$ cat src/rtl/rca_cfg_bank_pkg.sv
`default_nettype none
// ============================================================================
//  Module      : rca_cfg_bank_pkg
//  Description : Shared types and constants for the per-RCA configuration
//                store: field selector, configuration record, commit states.
//  Revision    : 1.0 - initial release
// ============================================================================
package rca_cfg_bank_pkg;

    // Default geometry; the record layout below is built from these values.
    localparam int DEF_NUM_RCAS        = 4;
    localparam int DEF_NUM_READ_PORTS  = 5;
    localparam int DEF_NUM_WRITE_PORTS = 2;
    localparam int DEF_NUM_IO_UNITS    = 8;
    localparam int DEF_XLEN            = 32;

    localparam int MUX_W     = $clog2(DEF_NUM_IO_UNITS + 1);
    localparam int MAX_PORTS = (DEF_NUM_READ_PORTS > DEF_NUM_WRITE_PORTS) ?
                               DEF_NUM_READ_PORTS : DEF_NUM_WRITE_PORTS;
    localparam int CFG_IDX_W = $clog2(MAX_PORTS);

    // Result-mux select value meaning "no IO unit drives this write port".
    localparam logic [MUX_W-1:0] UNUSED_WRITE_PORT_ADDR = MUX_W'(DEF_NUM_IO_UNITS);

    typedef enum logic [2:0] {
        SRC_ADDR      = 3'd0,
        DEST_FB_ADDR  = 3'd1,
        DEST_NFB_ADDR = 3'd2,
        RES_MUX_FB    = 3'd3,
        RES_MUX_NFB   = 3'd4,
        IO_INP_MAP    = 3'd5,
        LS_MASK_FB    = 3'd6,
        LS_MASK_NFB   = 3'd7
    } cfg_field_t;

    typedef struct packed {
        logic [DEF_NUM_READ_PORTS-1:0][4:0]        src_addr;
        logic [DEF_NUM_WRITE_PORTS-1:0][4:0]       dest_fb_addr;
        logic [DEF_NUM_WRITE_PORTS-1:0][4:0]       dest_nfb_addr;
        logic [DEF_NUM_WRITE_PORTS-1:0][MUX_W-1:0] res_mux_fb;
        logic [DEF_NUM_WRITE_PORTS-1:0][MUX_W-1:0] res_mux_nfb;
        logic [DEF_NUM_IO_UNITS-1:0]               io_inp_map;
        logic [DEF_NUM_IO_UNITS-1:0]               ls_mask_fb;
        logic [DEF_NUM_IO_UNITS-1:0]               ls_mask_nfb;
    } rca_cfg_t;

    typedef enum logic [1:0] {
        ST_IDLE  = 2'd0,
        ST_DRAIN = 2'd1,
        ST_COPY  = 2'd2
    } commit_state_t;

    // Power-on record: everything zero except the result-mux selects,
    // which park on the "unused" code so no IO unit is routed by default.
    function automatic rca_cfg_t cfg_reset_value();
        rca_cfg_t r;
        r = '0;
        for (int i = 0; i < DEF_NUM_WRITE_PORTS; i++) begin
            r.res_mux_fb[i]  = UNUSED_WRITE_PORT_ADDR;
            r.res_mux_nfb[i] = UNUSED_WRITE_PORT_ADDR;
        end
        return r;
    endfunction

endpackage
`default_nettype wire

$ cat src/rtl/rca_cfg_bank_commit_fsm.sv
`default_nettype none
// ============================================================================
//  Module      : rca_cfg_commit_fsm
//  Description : Commit sequencer for the configuration bank. Waits for the
//                target RCA to drain, then issues a one-cycle copy/ack.
//                Also produces the valid-bit set/clear strobes.
//  Revision    : 1.0 - initial release
// ============================================================================
module rca_cfg_commit_fsm
    import rca_cfg_bank_pkg::*;
#(
    parameter int NUM_RCAS = DEF_NUM_RCAS
) (
    input  logic                        clk,
    input  logic                        rst,
    input  logic                        commit_req_i,
    input  logic                        inval_req_i,
    input  logic [$clog2(NUM_RCAS)-1:0] commit_rca_i,
    input  logic [NUM_RCAS-1:0]         rca_inflight_i,
    output commit_state_t               state_o,
    output logic [$clog2(NUM_RCAS)-1:0] pend_rca_o,
    output logic                        busy_o,
    output logic                        commit_ack_o,
    output logic                        copy_en_o,
    output logic                        valid_clr_o,
    output logic [$clog2(NUM_RCAS)-1:0] valid_clr_rca_o,
    output logic                        valid_set_o
);

    commit_state_t                 state_q, state_d;
    logic [$clog2(NUM_RCAS)-1:0]   pend_q, pend_d;

    // State and pending-RCA registers.
    always_ff @(posedge clk) begin
        if (rst) begin
            state_q <= ST_IDLE;
            pend_q  <= '0;
        end else begin
            state_q <= state_d;
            pend_q  <= pend_d;
        end
    end

    // Next-state logic; invalidate wins over commit, both only heard in IDLE.
    always_comb begin
        state_d         = state_q;
        pend_d          = pend_q;
        valid_clr_o     = 1'b0;
        valid_clr_rca_o = commit_rca_i;
        case (state_q)
            ST_IDLE: begin
                if (inval_req_i) begin
                    valid_clr_o = 1'b1;
                end else if (commit_req_i) begin
                    // Drop valid as DRAIN is entered so nothing new dispatches
                    // onto a record that is about to change.
                    valid_clr_o = 1'b1;
                    pend_d      = commit_rca_i;
                    state_d     = ST_DRAIN;
                end
            end
            ST_DRAIN: begin
                if (!rca_inflight_i[pend_q]) begin
                    state_d = ST_COPY;
                end
            end
            ST_COPY: begin
                state_d = ST_IDLE;
            end
            default: begin
                state_d = ST_IDLE;
            end
        endcase
    end

    assign state_o      = state_q;
    assign pend_rca_o   = pend_q;
    assign busy_o       = (state_q != ST_IDLE);
    assign copy_en_o    = (state_q == ST_COPY);
    assign commit_ack_o = (state_q == ST_COPY);
    assign valid_set_o  = (state_q == ST_COPY);

endmodule
`default_nettype wire

$ cat src/rtl/rca_cfg_bank.sv
`default_nettype none
// ============================================================================
//  Module      : rca_cfg_bank
//  Description : Double-buffered per-RCA configuration store. Writes land in
//                shadow records; a commit copies shadow to active once the
//                RCA has drained. Readers see active records combinationally.
//  Revision    : 1.0 - initial release
// ============================================================================
module rca_cfg_bank
    import rca_cfg_bank_pkg::*;
#(
    parameter int NUM_RCAS        = DEF_NUM_RCAS,
    parameter int NUM_READ_PORTS  = DEF_NUM_READ_PORTS,
    parameter int NUM_WRITE_PORTS = DEF_NUM_WRITE_PORTS,
    parameter int NUM_IO_UNITS    = DEF_NUM_IO_UNITS,
    parameter int XLEN            = DEF_XLEN
) (
    input  logic                                   clk,
    input  logic                                   rst,
    input  logic                                   cfg_wr_valid,
    output logic                                   cfg_wr_ready,
    input  logic [$clog2(NUM_RCAS)-1:0]            cfg_wr_rca,
    input  cfg_field_t                             cfg_wr_field,
    input  logic [CFG_IDX_W-1:0]                   cfg_wr_idx,
    input  logic [XLEN-1:0]                        cfg_wr_data,
    input  logic                                   commit_req,
    output logic                                   commit_ack,
    input  logic [$clog2(NUM_RCAS)-1:0]            commit_rca,
    input  logic                                   inval_req,
    input  logic [NUM_RCAS-1:0]                    rca_inflight,
    output logic                                   busy,
    output logic [NUM_RCAS-1:0]                    cfg_valid,
    input  logic [$clog2(NUM_RCAS)-1:0]            rca_sel_decode,
    input  logic [$clog2(NUM_RCAS)-1:0]            rca_sel_grid_wb,
    input  logic [$clog2(NUM_RCAS)-1:0]            rca_sel_buf,
    input  logic                                   use_fb_decode,
    output logic [NUM_READ_PORTS-1:0][4:0]         src_addrs_decode,
    output logic [NUM_WRITE_PORTS-1:0][4:0]        dest_addrs_decode,
    output logic [NUM_WRITE_PORTS-1:0][$clog2(NUM_IO_UNITS+1)-1:0] res_mux_fb_wb,
    output logic [NUM_WRITE_PORTS-1:0][$clog2(NUM_IO_UNITS+1)-1:0] res_mux_nfb_wb,
    output logic [NUM_IO_UNITS-1:0]                ls_mask_fb_wb,
    output logic [NUM_IO_UNITS-1:0]                ls_mask_nfb_wb,
    output logic [NUM_IO_UNITS-1:0]                io_inp_map_buf
);

    rca_cfg_t                      shadow_q [NUM_RCAS];
    rca_cfg_t                      active_q [NUM_RCAS];
    rca_cfg_t                      shadow_wr_d;
    logic [NUM_RCAS-1:0]           valid_q, valid_d;

    commit_state_t                 fsm_state;
    logic [$clog2(NUM_RCAS)-1:0]   pend_rca;
    logic                          copy_en;
    logic                          valid_clr;
    logic [$clog2(NUM_RCAS)-1:0]   valid_clr_rca;
    logic                          valid_set;
    logic                          wr_fire;
    logic                          unused_wr_data;

    rca_cfg_commit_fsm #(
        .NUM_RCAS (NUM_RCAS)
    ) u_commit_fsm (
        .clk             (clk),
        .rst             (rst),
        .commit_req_i    (commit_req),
        .inval_req_i     (inval_req),
        .commit_rca_i    (commit_rca),
        .rca_inflight_i  (rca_inflight),
        .state_o         (fsm_state),
        .pend_rca_o      (pend_rca),
        .busy_o          (busy),
        .commit_ack_o    (commit_ack),
        .copy_en_o       (copy_en),
        .valid_clr_o     (valid_clr),
        .valid_clr_rca_o (valid_clr_rca),
        .valid_set_o     (valid_set)
    );

    // Only the RCA being committed is locked against writes.
    assign cfg_wr_ready   = !(busy && (cfg_wr_rca == pend_rca));
    assign wr_fire        = cfg_wr_valid && cfg_wr_ready;
    // High data bits beyond the widest field are intentionally discarded.
    assign unused_wr_data = ^cfg_wr_data;

    // Merge the incoming write into the addressed shadow record; an index
    // past the field's port count matches no slot and the write is dropped.
    always_comb begin
        shadow_wr_d = shadow_q[cfg_wr_rca];
        case (cfg_wr_field)
            SRC_ADDR: begin
                for (int i = 0; i < NUM_READ_PORTS; i++) begin
                    if (int'(cfg_wr_idx) == i) shadow_wr_d.src_addr[i] = cfg_wr_data[4:0];
                end
            end
            DEST_FB_ADDR: begin
                for (int i = 0; i < NUM_WRITE_PORTS; i++) begin
                    if (int'(cfg_wr_idx) == i) shadow_wr_d.dest_fb_addr[i] = cfg_wr_data[4:0];
                end
            end
            DEST_NFB_ADDR: begin
                for (int i = 0; i < NUM_WRITE_PORTS; i++) begin
                    if (int'(cfg_wr_idx) == i) shadow_wr_d.dest_nfb_addr[i] = cfg_wr_data[4:0];
                end
            end
            RES_MUX_FB: begin
                for (int i = 0; i < NUM_WRITE_PORTS; i++) begin
                    if (int'(cfg_wr_idx) == i) shadow_wr_d.res_mux_fb[i] = cfg_wr_data[MUX_W-1:0];
                end
            end
            RES_MUX_NFB: begin
                for (int i = 0; i < NUM_WRITE_PORTS; i++) begin
                    if (int'(cfg_wr_idx) == i) shadow_wr_d.res_mux_nfb[i] = cfg_wr_data[MUX_W-1:0];
                end
            end
            IO_INP_MAP:  shadow_wr_d.io_inp_map  = cfg_wr_data[NUM_IO_UNITS-1:0];
            LS_MASK_FB:  shadow_wr_d.ls_mask_fb  = cfg_wr_data[NUM_IO_UNITS-1:0];
            LS_MASK_NFB: shadow_wr_d.ls_mask_nfb = cfg_wr_data[NUM_IO_UNITS-1:0];
            default: ;
        endcase
    end

    // Shadow storage: one record updated per accepted write.
    always_ff @(posedge clk) begin
        if (rst) begin
            for (int i = 0; i < NUM_RCAS; i++) shadow_q[i] <= cfg_reset_value();
        end else if (wr_fire) begin
            shadow_q[cfg_wr_rca] <= shadow_wr_d;
        end
    end

    // Active storage: whole-record copy during COPY keeps the update atomic.
    always_ff @(posedge clk) begin
        if (rst) begin
            for (int i = 0; i < NUM_RCAS; i++) active_q[i] <= cfg_reset_value();
        end else if (copy_en) begin
            active_q[pend_rca] <= shadow_q[pend_rca];
        end
    end

    // Valid bits: cleared on invalidate/DRAIN entry, set on COPY.
    always_comb begin
        valid_d = valid_q;
        if (valid_clr) valid_d[valid_clr_rca] = 1'b0;
        if (valid_set) valid_d[pend_rca]      = 1'b1;
    end

    // Valid register.
    always_ff @(posedge clk) begin
        if (rst) valid_q <= '0;
        else     valid_q <= valid_d;
    end

    assign cfg_valid = valid_q;

    // Combinational read ports; sources only exist on the fb path.
    assign src_addrs_decode  = use_fb_decode ? active_q[rca_sel_decode].src_addr : '0;
    assign dest_addrs_decode = use_fb_decode ? active_q[rca_sel_decode].dest_fb_addr
                                             : active_q[rca_sel_decode].dest_nfb_addr;
    assign res_mux_fb_wb     = active_q[rca_sel_grid_wb].res_mux_fb;
    assign res_mux_nfb_wb    = active_q[rca_sel_grid_wb].res_mux_nfb;
    assign ls_mask_fb_wb     = active_q[rca_sel_grid_wb].ls_mask_fb;
    assign ls_mask_nfb_wb    = active_q[rca_sel_grid_wb].ls_mask_nfb;
    assign io_inp_map_buf    = active_q[rca_sel_buf].io_inp_map;

`ifndef SYNTHESIS
    a_ack_only_in_copy: assert property (@(posedge clk) disable iff (rst)
        commit_ack |-> (fsm_state == ST_COPY));
    a_active_wr_only_in_copy: assert property (@(posedge clk) disable iff (rst)
        copy_en |-> (fsm_state == ST_COPY));
    a_not_ready_targets_pend: assert property (@(posedge clk) disable iff (rst)
        !cfg_wr_ready |-> (cfg_wr_rca == pend_rca));
`endif

endmodule
`default_nettype wire

$ cat config.mk
export PLATFORM = sky130hd
export DESIGN_NAME = rca_cfg_bank
export DESIGN_NICKNAME = d
export VERILOG_FILES = /design/src/rtl/rca_cfg_bank_pkg.sv /design/src/rtl/rca_cfg_bank_commit_fsm.sv /design/src/rtl/rca_cfg_bank.sv
export SDC_FILE = /design/constraint.sdc
export NUM_CORES = 1
export LEC_CHECK = 0
export ABC_CLOCK_PERIOD_IN_PS = 7260
export BUFFER_PORTS_ARGS = -buffer_cell sky130_fd_sc_hd__buf_2
export CAP_MARGIN = 20
export CORE_MARGIN = 5
export CORE_UTILIZATION = 30
export CTS_CLUSTER_DIAMETER = 40
export DETAILED_ROUTE_END_ITERATION = 7
export GPL_TIMING_DRIVEN = 1
export HOLD_SLACK_MARGIN = 0.03
export PLACE_DENSITY = 0.56
export REMOVE_ABC_BUFFERS = 1
export SLEW_MARGIN = 15
export SYNTH_ARGS = -nofsm -noshare
export SYNTH_HDL_FRONTEND = slang
export SYNTH_HIERARCHICAL = 1
export SYNTH_SLANG_ARGS = --single-unit
$ cat constraint.sdc
create_clock -name clk -period 7.26 [get_ports clk]
set_input_delay 0.363 -clock clk [delete_from_list [all_inputs] [get_ports clk]]
set_output_delay 0.363 -clock clk [all_outputs]
set_load 0.1 [all_outputs]
==> results of run 1 <==
==> metal layers <==
layer,routed length (um),share of wire,GRT usage
met5,55,0.00070,0
met2,39400,0.50,0.256
met1,30500,0.39,0.187
met4,1970,0.025,0.0468
met3,6930,0.088,0.0400
==> sequential cells by signal (all words and copies together), names as in the netlist <==
| signal | flops |
|---|---|
| shadow_q | 340 |
| u_commit_fsm/pend_rca_o | 2 |
| active_q | 340 |
| u_commit_fsm/state_o | 2 |
| cfg_valid | 4 |
==> synth_stat cells (7+ instances only) <==
library cell    n
nor2b_1        10
buf_2          33
clkbuf_1      101
a21oi_1        10
nor2_1        467
and3_1         11
and2_1         32
a21boi_0        9
edfxtp_1      680
inv_1          84
nand2_1       143
buf_4           7
nor3_1         38
mux2_2         10
nand2b_1       16
o21ai_0        44
dfxtp_1         8
mux4_2        171
nand3_1        20
or3_1           7
==> critical path, cell delays in order, from the launching register on <==
cell and delay (ns):
dfxtp_4 0.89, xnor2_1 0.31, a31oi_2 0.70, nand3_1 0.86, o21ai_0 1.05
==> per-stage QoR <==
step	worst slack (ns)	TNS (ns)
6_report	2.99	0
5_1_grt	2.84	0
4_1_cts	3.11	0
3_5_place_dp	3.07	0
3_3_place_gp	3.21	0
2_1_floorplan	-0.217	-6.64
==> cell families (layout without fill, tap and decap cells) <==
family,after synthesis,count (layout),share of synthesized area
other cells,0,6,0
xor+xnor,4,4,0.00120
mux,183,183,0.136
buf+inv,229,424,0.0317
compound gates,82,82,0.0178
simple gates,760,760,0.109
flops,688,688,0.704
==> worst min-delay path by stage <==
stage | cells past startpoint | start | to | slack, ns
floorplan | 1 | rst | cfg_valid[0] | 0.43
global placement | 2 | cfg_valid[3] | cfg_valid[3] | 0.47
detailed placement | 2 | cfg_valid[0] | cfg_valid[0] | 0.48
CTS | 4 | inval_req | u_commit_fsm/state_o[0] | 0.06
global route | 4 | inval_req | u_commit_fsm/pend_rca_o[0] | 0.12
finish | 4 | inval_req | u_commit_fsm/state_o[0] | 0.08
==> power groups by stage <==
stage,combinational [mW],sequential (mW),clock [mW]
floorplan,0.531,4.64,0
global placement,0.799,4.63,0
detailed placement,0.802,4.64,0
CTS,0.804,4.56,5.05
global route,0.830,4.57,5.24
finish,0.787,4.56,4.98
==> cell type report <==
type | count | area (um^2) | share of cell area
diodes | 6 | 15.0 | 0.000432
clock buffers | 118 | 2740 | 0.0789
clock inverters | 68 | 754 | 0.0217
inverters | 84 | 315 | 0.00908
multi-input cells | 1029 | 7830 | 0.225
flip-flops and latches | 688 | 20600 | 0.593
well taps | 1276 | 1600 | 0.0460
repair buffers | 154 | 892 | 0.0257
==> layout by cell type, fill, tap and decap left out, types with 18 or more instances in the layout <==
| cell | count |
|---|---|
| o21ai_0 | 44 |
| nand2_1 | 139 |
| edfxtp_1 | 680 |
| buf_2 | 114 |
| mux4_2 | 171 |
| nor3_1 | 38 |
| nor2_1 | 467 |
| buf_4 | 36 |
| nand3_1 | 20 |
| inv_1 | 84 |
| clkinv_1 | 18 |
| and2_1 | 32 |
| clkbuf_16 | 108 |
==> key figures, run 1 <==
Status
  • Status: completed

Finish
  • Post-route design area: between 30,000 and 40,000 um^2
  • Layout area overhead: 18.7%
  • Final core occ: 0.359
  • Share of layout cells above drive strength 1: 0.241
  • Nets: 2,118
  • Non-Filler Instances: approximately 3,400
  • Fillers: a little over 9,000

Place
  • # port buffers: between 100 and 150
  • Post-DP HPWL: approximately 48 mm
  • Inst Count DP: around 3,200
  • Placer Congestion: 0.834
  • Post-DP Area: 31,200 um^2

Synthesis
  • Yosys cell types: 45
  • Synth area leaders: edfxtp_1 (70%), mux4_2 (13%), nor2_1 (6.0%), nand2_1 (1.8%), clkbuf_1 (1.3%)
  • Largest area contributor in the netlist: edfxtp_1
  • Mapped cell area: just under 30,000 um^2
  • Share of the synthesized area in the top cell type: 0.698
  • Register bit total from synthesis: just under 700
  • Seq/Total Area, Yosys: 0.704
  • Most used DFF post-synth: edfxtp_1
  • Number of synthesized flops with an enable pin: between 600 and 700
  • Syn avg cell area: 15.0 um^2
  • Ys Warns: 6
  • Share of synthesized registers carrying an async set or reset: 0
  • Syn Inst Count: around 1,900

Pwr
  • Clock network fraction of total power: 0.482
  • Peak supply drop: around 0.0002 V
  • Sequential share of power: 0.442
  • LEAKAGE: around 12 nW
  • P_sw: roughly 2.5 mW
  • Net Sw Frac: 0.238
  • Internal power: roughly 7.9 mW
  • PwrDens: 297 nW/um^2
  • Combinational share of power: 0.076
  • Power, Total: 10.3 mW

Hold path
  • HP Class: primary input to register

CTS
  • Setup Fix Bufs, Post-CTS: 0
  • Post-CTS Hold Buffers: 2
  • Clock Sinks: ~700
  • CTS tree: done
  • Root buffer cell: clkbuf_16
  • H-tree depth: 3
  • CTS Buf Count: roughly 100
  • Clock Path Buffers: 3
  • Clock Latency Late Sink: between 0.6 and 0.7 ns
  • CTS resizes: 0
  • Clk slew on worst S/H paths: 0.05 ns

Timing
  • Final Hold Fails: 0
  • # setup viols final: 0
  • Max-slew violations: 0
  • Worst slew pin tran: about 1.1 ns
  • Final period util: 0.588
  • Worst Skew: between 0.02 and 0.025 ns
  • Fmax: 234 MHz
  • Unrepaired setup endpoints after global routing: no
  • Period minus WS final: approximately 4.3 ns
  • Worst hold slack: roughly 0.083 ns
  • Slew Limit Headroom: 0.287

Die
  • Boundary Pins: 140
  • DIE WIDTH: between 300 and 400 um
  • Die ar.: slightly above 100,000 um^2
  • Row Count: ~110
  • Initial Utilization: 0.302
  • Die height: 322 um
  • CORE AREA: 96,700 um^2

Critical path
  • Worst r2r src: u_commit_fsm/pend_rca_o[1]
  • Critical Path Sink: shadow_q[1][72]
  • Critical path capture point type: register
  • FF-to-FF setup slack: 2.99 ns
  • Critical Path AT: roughly 4.5 ns
  • Critical path class: register to register
  • Reg2Reg Depth: 4
  • Worst Setup SP: u_commit_fsm/pend_rca_o[1]
  • Reg2reg end: shadow_q[1][72]
  • Worst endpoint required time: between 7 and 8 ns
  • Crit path max fanout: 55
  • CP Launch Type: register

Route
  • Avg WL per Cell: around 23 um
  • DRC viols: 0
  • Via/cell ratio: about 5
  • WL final: about 80 mm
  • ANT nets after route: 0
  • Drt pass-1 iters: 6
  • DRT iter0 DRCs: ~1,600
  • Vias after detailed routing: between 15,000 and 20,000

GRT
  • GR Overflow Total: 0
  • First-pass GRT wire length: 116 mm
  • GRT Total Usage: 0.150
  • Vias in the first global route: 17,900
  • Largest net degree at the start of global routing: 86
  • Antenna violations before repair: 17

Flow run
  • Max cap viols: 0
(Power assumes the default switching activity.)
==> inputs of run 2 (changes only) <==
ABC_CLOCK_PERIOD_IN_PS = 3900   (was 7260)
PLACE_DENSITY = 0.57   (was 0.56)
clock period = 3.9 ns   (was 7.26 ns; I/O delays follow)
==> run 2 against run 1 <==
  * Count of clock-buffer cells in the layout is 12 lower
  * Via count is 0.18% higher
  * Worst setup slack worse by 2.1 ns
  * Critical path type unchanged
==> key figures, run 2 (synthesis results as in run 1) <==
Status
  • Status: completed

Critical path
  • Delay-heaviest family, CP: compound AO/OA/AOI/OAI gates
  • Critical path class: register to register
  • Worst r2r src: u_commit_fsm/pend_rca_o[1]
  • Worst endpoint required time: between 4 and 5 ns
  • Reg2reg end: shadow_q[1][76]
  • Reg2Reg Depth: 5
  • Critical Path AT: 3.31 ns
  • CP cell instances: xnor2_1 -> a31oi_2 -> buf_4 -> nand3_2 -> o21ai_0
  • FF-to-FF setup slack: a little under 0.9 ns
  • Critical path capture point type: register
  • CP max-delay cell: o21ai_0
  • Slowest stage delay, CP: 0.89 ns
  • Worst Setup SP: u_commit_fsm/pend_rca_o[1]
  • Worst path bufs/invs: 1
  • Crit path max fanout: 25
  • Critical Path Sink: shadow_q[1][76]
  • CP Launch Type: register
  • Levels on crit path: 5

Route
  • DRT iter0 DRCs: 1,347
  • Avg WL per Cell: around 23 um
  • Vias after detailed routing: around 17,000
  • Via/cell ratio: just under 5
  • DRC viols: 0
  • WL final: 79.4 mm
  • ANT nets after route: 0
  • Drt pass-1 iters: 5

Timing
  • Total Neg Setup Slack: 0 ns
  • Slew Limit Headroom: 0.331
  • Fmax: about 330 MHz
  • Worst slew pin tran: about 1 ns
  • Final Hold Fails: 0
  • Period minus WS final: between 3 and 4 ns
  • # setup viols final: 0
  • Final period util: 0.778
  • Unrepaired setup endpoints after global routing: no
  • Max-slew violations: 0
  • Worst Skew: a little under 0.04 ns

Place
  • Post-DP HPWL: between 40 and 50 mm
  • Inst Count DP: 3,278
  • Post-DP Area: roughly 32,000 um^2
  • Placer Congestion: approximately 0.8
  • # port buffers: between 100 and 150

GRT
  • Vias in the first global route: approximately 18,000
  • Largest net degree at the start of global routing: 76
  • GR Overflow Total: 0
  • GRT Total Usage: 0.151
  • First-pass GRT wire length: around 120 mm
  • Antenna violations before repair: 13

Finish
  • Post-route design area: roughly 35,000 um^2
  • Fillers: approximately 9,200
  • Commonest non-fill, non-tap cells in the layout: edfxtp_1 (680), nor2_1 (467), mux4_2 (171), nand2_1 (139), buf_2 (114)
  • Nets: ~2,200
  • Non-Filler Instances: ~3,500
  • Share of layout cells above drive strength 1: 0.255
  • Commonest non-fill, non-tap cell in the layout: edfxtp_1
  • Final core occ: 0.362
  • Layout area overhead: 19.8%

CTS
  • CTS Buf Count: 96
  • Clock Path Buffers: 3
  • CTS tree: done
  • Clock Sinks: between 600 and 700
  • CTS resizes: 0
  • Clk slew on worst S/H paths: 0.05 ns
  • Setup Fix Bufs, Post-CTS: 0
  • Clock Latency Late Sink: around 0.65 ns
  • H-tree depth: 3
  • Post-CTS Hold Buffers: 13
  • Root buffer cell: clkbuf_16

Die
  • Die ar.: 104,000 um^2
  • DIE WIDTH: between 300 and 400 um
  • Die height: 322 um
  • Initial Utilization: 0.302
  • CORE AREA: 96,700 um^2
  • Boundary Pins: 140
  • Row Count: between 100 and 150

Pwr
  • Power, Total: 18.8 mW
  • Peak supply drop: roughly 0.00032 V
  • LEAKAGE: around 12 nW
  • PwrDens: ~540 nW/um^2

Flow run
  • Max cap viols: 0

Hold path
  • HP Class: primary input to register
run 2: power breakdown:
group | switching [mW] | internal, mW
Clock | 3.35 | 5.38
Combinational | 1.14 | 0.402
Sequential | 0.0771 | 8.40
Total | 4.57 | 14.2
run 2: cell type report:
| type | instances | area [um^2] | area share |
|---|---|---|---|
| Sequential cell | 688 | 20600 | 0.587 |
| Clock inverter | 73 | 827 | 0.0236 |
| Tap cell | 1276 | 1600 | 0.0456 |
| Antenna cell | 8 | 20.0 | 0.000571 |
| Inverter | 84 | 315 | 0.00900 |
| Multi-Input combinational cell | 1029 | 7800 | 0.223 |
| Timing Repair Buffer | 214 | 1460 | 0.0417 |
| Clock buffer | 106 | 2440 | 0.0696 |
run 2: worst reg2reg max path, delay by kind of cell, from the launching register on:
family	cells	cell delay, ns
XOR/XNOR	1	0.24
AO/OA/AOI/OAI	2	1.20
buffers and inverters	1	0.26
flip-flops	1	0.62
AND/OR/NAND/NOR	1	0.34
run 2: per-layer routing:
metal	share of wire	global-route usage
met2	0.49	0.254
met3	0.078	0.0388
met4	0.029	0.0469
met5	0.00089	0
met1	0.40	0.192
run 2: metrics by stage:
stage | worst slack, ns | hold slack [ns]
4_1_cts | 0.945 | 0.0430
3_5_place_dp | 0.951 | 0.470
2_1_floorplan | -3.58 | 0.264
6_report | 0.864 | 0.0798
5_1_grt | 0.785 | 0.0861
3_3_place_gp | 1.04 | 0.469
run 2: worst min-delay path by stage:
| stage | from | endpoint | slack (ns) | cells past startpoint |
|---|---|---|---|---|
| 6_report | rst | cfg_valid[1] | 0.08 | 2 |
| 5_1_grt | rst | cfg_valid[1] | 0.09 | 2 |
| 4_1_cts | rst | cfg_valid[0] | 0.04 | 2 |
| 3_5_place_dp | cfg_valid[3] | cfg_valid[3] | 0.47 | 2 |
| 3_3_place_gp | cfg_valid[3] | cfg_valid[3] | 0.47 | 2 |
| 2_1_floorplan | rst | cfg_valid[0] | 0.26 | 1 |
==> inputs of run 3 (changes only) <==
ABC_AREA = 1   (was default)
ABC_CLOCK_PERIOD_IN_PS = 3100   (was 3900)
PLACE_DENSITY = 0.56   (was 0.57)
clock period = 3.1 ns   (was 3.9 ns; I/O delays follow)
==> run 3 against run 2 <==
  * Area after synthesis is 1.6% higher
  * Wire length grew 1.4%
  * Via count grew 19%
  * Total power increased by 28%
  * Critical path type unchanged
  * Highest routed layer unchanged
==> key figures, run 3 <==
Synthesis
  • Mapped cell area: around 30,000 um^2
  • Post-Synth Adder-Cell Area: 0
  • Seq/Total Area, Yosys: 0.692
  • XOR/XNOR Fraction of Synth Area: 0
  • Cell with the most instances after synthesis: nor2_1
  • Syn Inst Count: 2,641
  • Share of synthesized registers carrying an async set or reset: 0
  • Mux cell area share after synthesis: 0
  • Syn avg cell area: between 10 and 15 um^2
  • Synth Area in Simple Gates: 0.155
  • Commonest cells in the netlist: nor2_1 (694), edfxtp_1 (680), nand2_1 (327)
  • Synth area leaders: edfxtp_1 (69%), nor2_1 (8.8%), nand2_1 (4.1%), o21ai_0 (3.0%), inv_1 (2.8%)
  • Most used DFF post-synth: edfxtp_1
  • Compound-Gate Fraction of Synth Area: 0.0984
  • Largest area contributor in the netlist: edfxtp_1
  • Ys Warns: 6
  • Largest family of logic cells by synthesized area: simple AND/OR/NAND/NOR gates
  • Register bit total from synthesis: 688
  • Yosys cell types: 35
  • Number of synthesized flops with an enable pin: 680
  • Share of the synthesized area in the top cell type: 0.687

Route
  • Met3 wire length: approximately 5.1 mm
  • DRC viols: 0
  • Avg WL per Cell: between 15 and 20 um
  • Via/cell ratio: a little under 5
  • DRT iter0 DRCs: ~1,700
  • WL final: between 80 and 90 mm
  • ANT nets after route: 0
  • WL met1: about 36 mm
  • Met2 Routed Length: ~38 mm
  • Drt pass-1 iters: 6
  • DR top layer: met5
  • Vias after detailed routing: around 20,000

Die
  • DIE WIDTH: between 300 and 400 um
  • Die ar.: about 110,000 um^2
  • CORE AREA: around 98,000 um^2
  • Initial Utilization: 0.302
  • Row Count: around 120
  • Boundary Pins: 140
  • Die height: about 320 um

Finish
  • Layout area overhead: 21.1%
  • Nets: between 2,000 and 3,000
  • Non-Filler Instances: 4,143
  • Post-route design area: roughly 36,000 um^2
  • Share of layout cells above drive strength 1: 0.146
  • Commonest non-fill, non-tap cells in the layout: nor2_1 (691), edfxtp_1 (680), nand2_1 (318), inv_1 (217), o21ai_0 (178)
  • Commonest non-fill, non-tap cell in the layout: nor2_1

GRT
  • Largest net degree at the start of global routing: 86
  • GRT Total Usage: 0.149
  • First-pass GRT wire length: about 120 mm
  • Antenna violations before repair: 9
  • Vias in the first global route: between 20,000 and 25,000
  • GR Overflow Total: 0

CTS
  • Clock Latency Late Sink: between 0.6 and 0.7 ns
  • Clk slew on worst S/H paths: roughly 0.060 ns
  • Clock Sinks: roughly 700
  • H-tree depth: 3
  • Clock Path Buffers: 3
  • CTS tree: done
  • Root buffer cell: clkbuf_16
  • CTS Buf Count: 93

Place
  • Pre-CTS worst setup slack: roughly 0.18 ns
  • Placer Congestion: 0.814
  • Post-DP Area: about 33,000 um^2
  • # port buffers: ~120
  • Inst Count DP: just under 4,000
  • Post-DP HPWL: about 48 mm

Timing
  • Period minus WS final: 2.93 ns
  • Slew Limit Headroom: 0.480
  • Unrepaired setup endpoints after global routing: yes
  • Worst Slack Setup Final: between 0.15 and 0.2 ns
  • Worst Skew: 0.0274 ns
  • Max-slew violations: 0
  • Final Hold Fails: 0
  • Worst slew pin tran: between 0.7 and 0.8 ns
  • Fmax: approximately 340 MHz
  • Worst hold slack: between 0.06 and 0.07 ns
  • Final period util: 0.946
  • # setup viols final: 0

Critical path
  • Crit path max fanout: 31
  • Critical path capture point type: register
  • CP cell instances: inv_1 -> nand2_1 -> nand3_1 -> nor2_2 -> nor2_4 -> o21ai_0 -> nand2_1 -> nor2_1 -> nand2_4 -> buf_12 -> nand2_2 -> buf_4 -> nor2_1
  • CP max-delay cell: dfxtp_1
  • Critical Path AT: around 3.3 ns
  • Delay-heaviest family, CP: simple AND/OR/NAND/NOR gates
  • Worst endpoint required time: approximately 3.5 ns
  • CP Launch Type: register
  • Critical path class: register to register
  • Slowest stage delay, CP: approximately 0.55 ns
  • Worst path bufs/invs: 3

Pwr
  • Power, Total: about 24 mW
  • PwrDens: approximately 670 nW/um^2
  • LEAKAGE: about 14 nW
  • Peak supply drop: approximately 0.00037 V

Status
  • Status: completed

Flow run
  • Max cap viols: 0

Hold path
  • HP Class: primary input to register
## run 3: changes by cell type in the layout (fill, tap and decap cells not counted), moves of 81 or more
cell | previous run | this run
nor2_1 | 467 | 691
o21ai_0 | 44 | 178
a221oi_1 | 0 | 81
inv_1 | 84 | 217
a22o_1 | 0 | 81
nand2_1 | 139 | 318
mux4_2 | 171 | 0
## run 3: power by group
group	leakage (nW)	total (mW)	internal [mW]	switching, mW
Combinational	5.42	2.47	0.592	1.88
Sequential	7.01	10.7	10.6	0.105
Clock	1.54	10.9	6.71	4.18
Total	14.0	24.1	17.9	6.16
## run 3: worst register-to-register path: cells and delay by family, from the launching register on
family	cells	cell delay, ns
AND/OR/NAND/NOR	9	1.21
AO/OA/AOI/OAI	1	0.09
flip-flops	1	0.55
buffers and inverters	3	0.80
## run 3: final cells by class
cell class,instances,area (um^2)
antenna,3,7.51
fill,9544,62400
tap,1287,1610
inverter,227,858
sequential,688,20600
clock buffer,100,2370
timing repair buffer,216,2140
multi-input combinational,1551,7630
clock inverter,71,810
## run 3: stage by stage
| stage | setup TNS (ns) | utilization |
|---|---|---|
| global route | -0.00234 | 0.366 |
| global placement | 0 | 0.332 |
| detailed placement | 0 | 0.332 |
| finish | 0 | 0.366 |
| floorplan | -3983.68 | - |
| CTS | 0 | 0.366 |
## run 3: repair_timing
action,4_1_cts,5_1_grt
hold buffers,15,0
endpoints found under the setup margin,0,81
endpoints found under the hold margin,25,0
setup buffers,0,0
gates resized for setup,0,5
## run 3: per-layer routing
metal / vias to the layer above / global-route usage
met5: - / 0
met4: 10 / 0.0461
met3: 153 / 0.0324
met2: 553 / 0.242
met1: 9985 / 0.202
li1: 9505 / -
## run 3: worst paths after layout
kind	cells past startpoint	from	endpoint	slack, ns
max	13	u_commit_fsm/pend_rca_o[1]	shadow_q[0][82]	0.17
min	6	commit_req	cfg_valid[3]	0.07
max reg2reg	13	u_commit_fsm/pend_rca_o[1]	shadow_q[0][82]	0.17
min reg2reg	2	cfg_valid[0]	cfg_valid[0]	0.47
## run 3: cell families after synthesis
family / count (synthesis)
AOI/OAI and AO/OA: 445
buffers and inverters: 403
DFF: 688
and+or+nand+nor: 1105
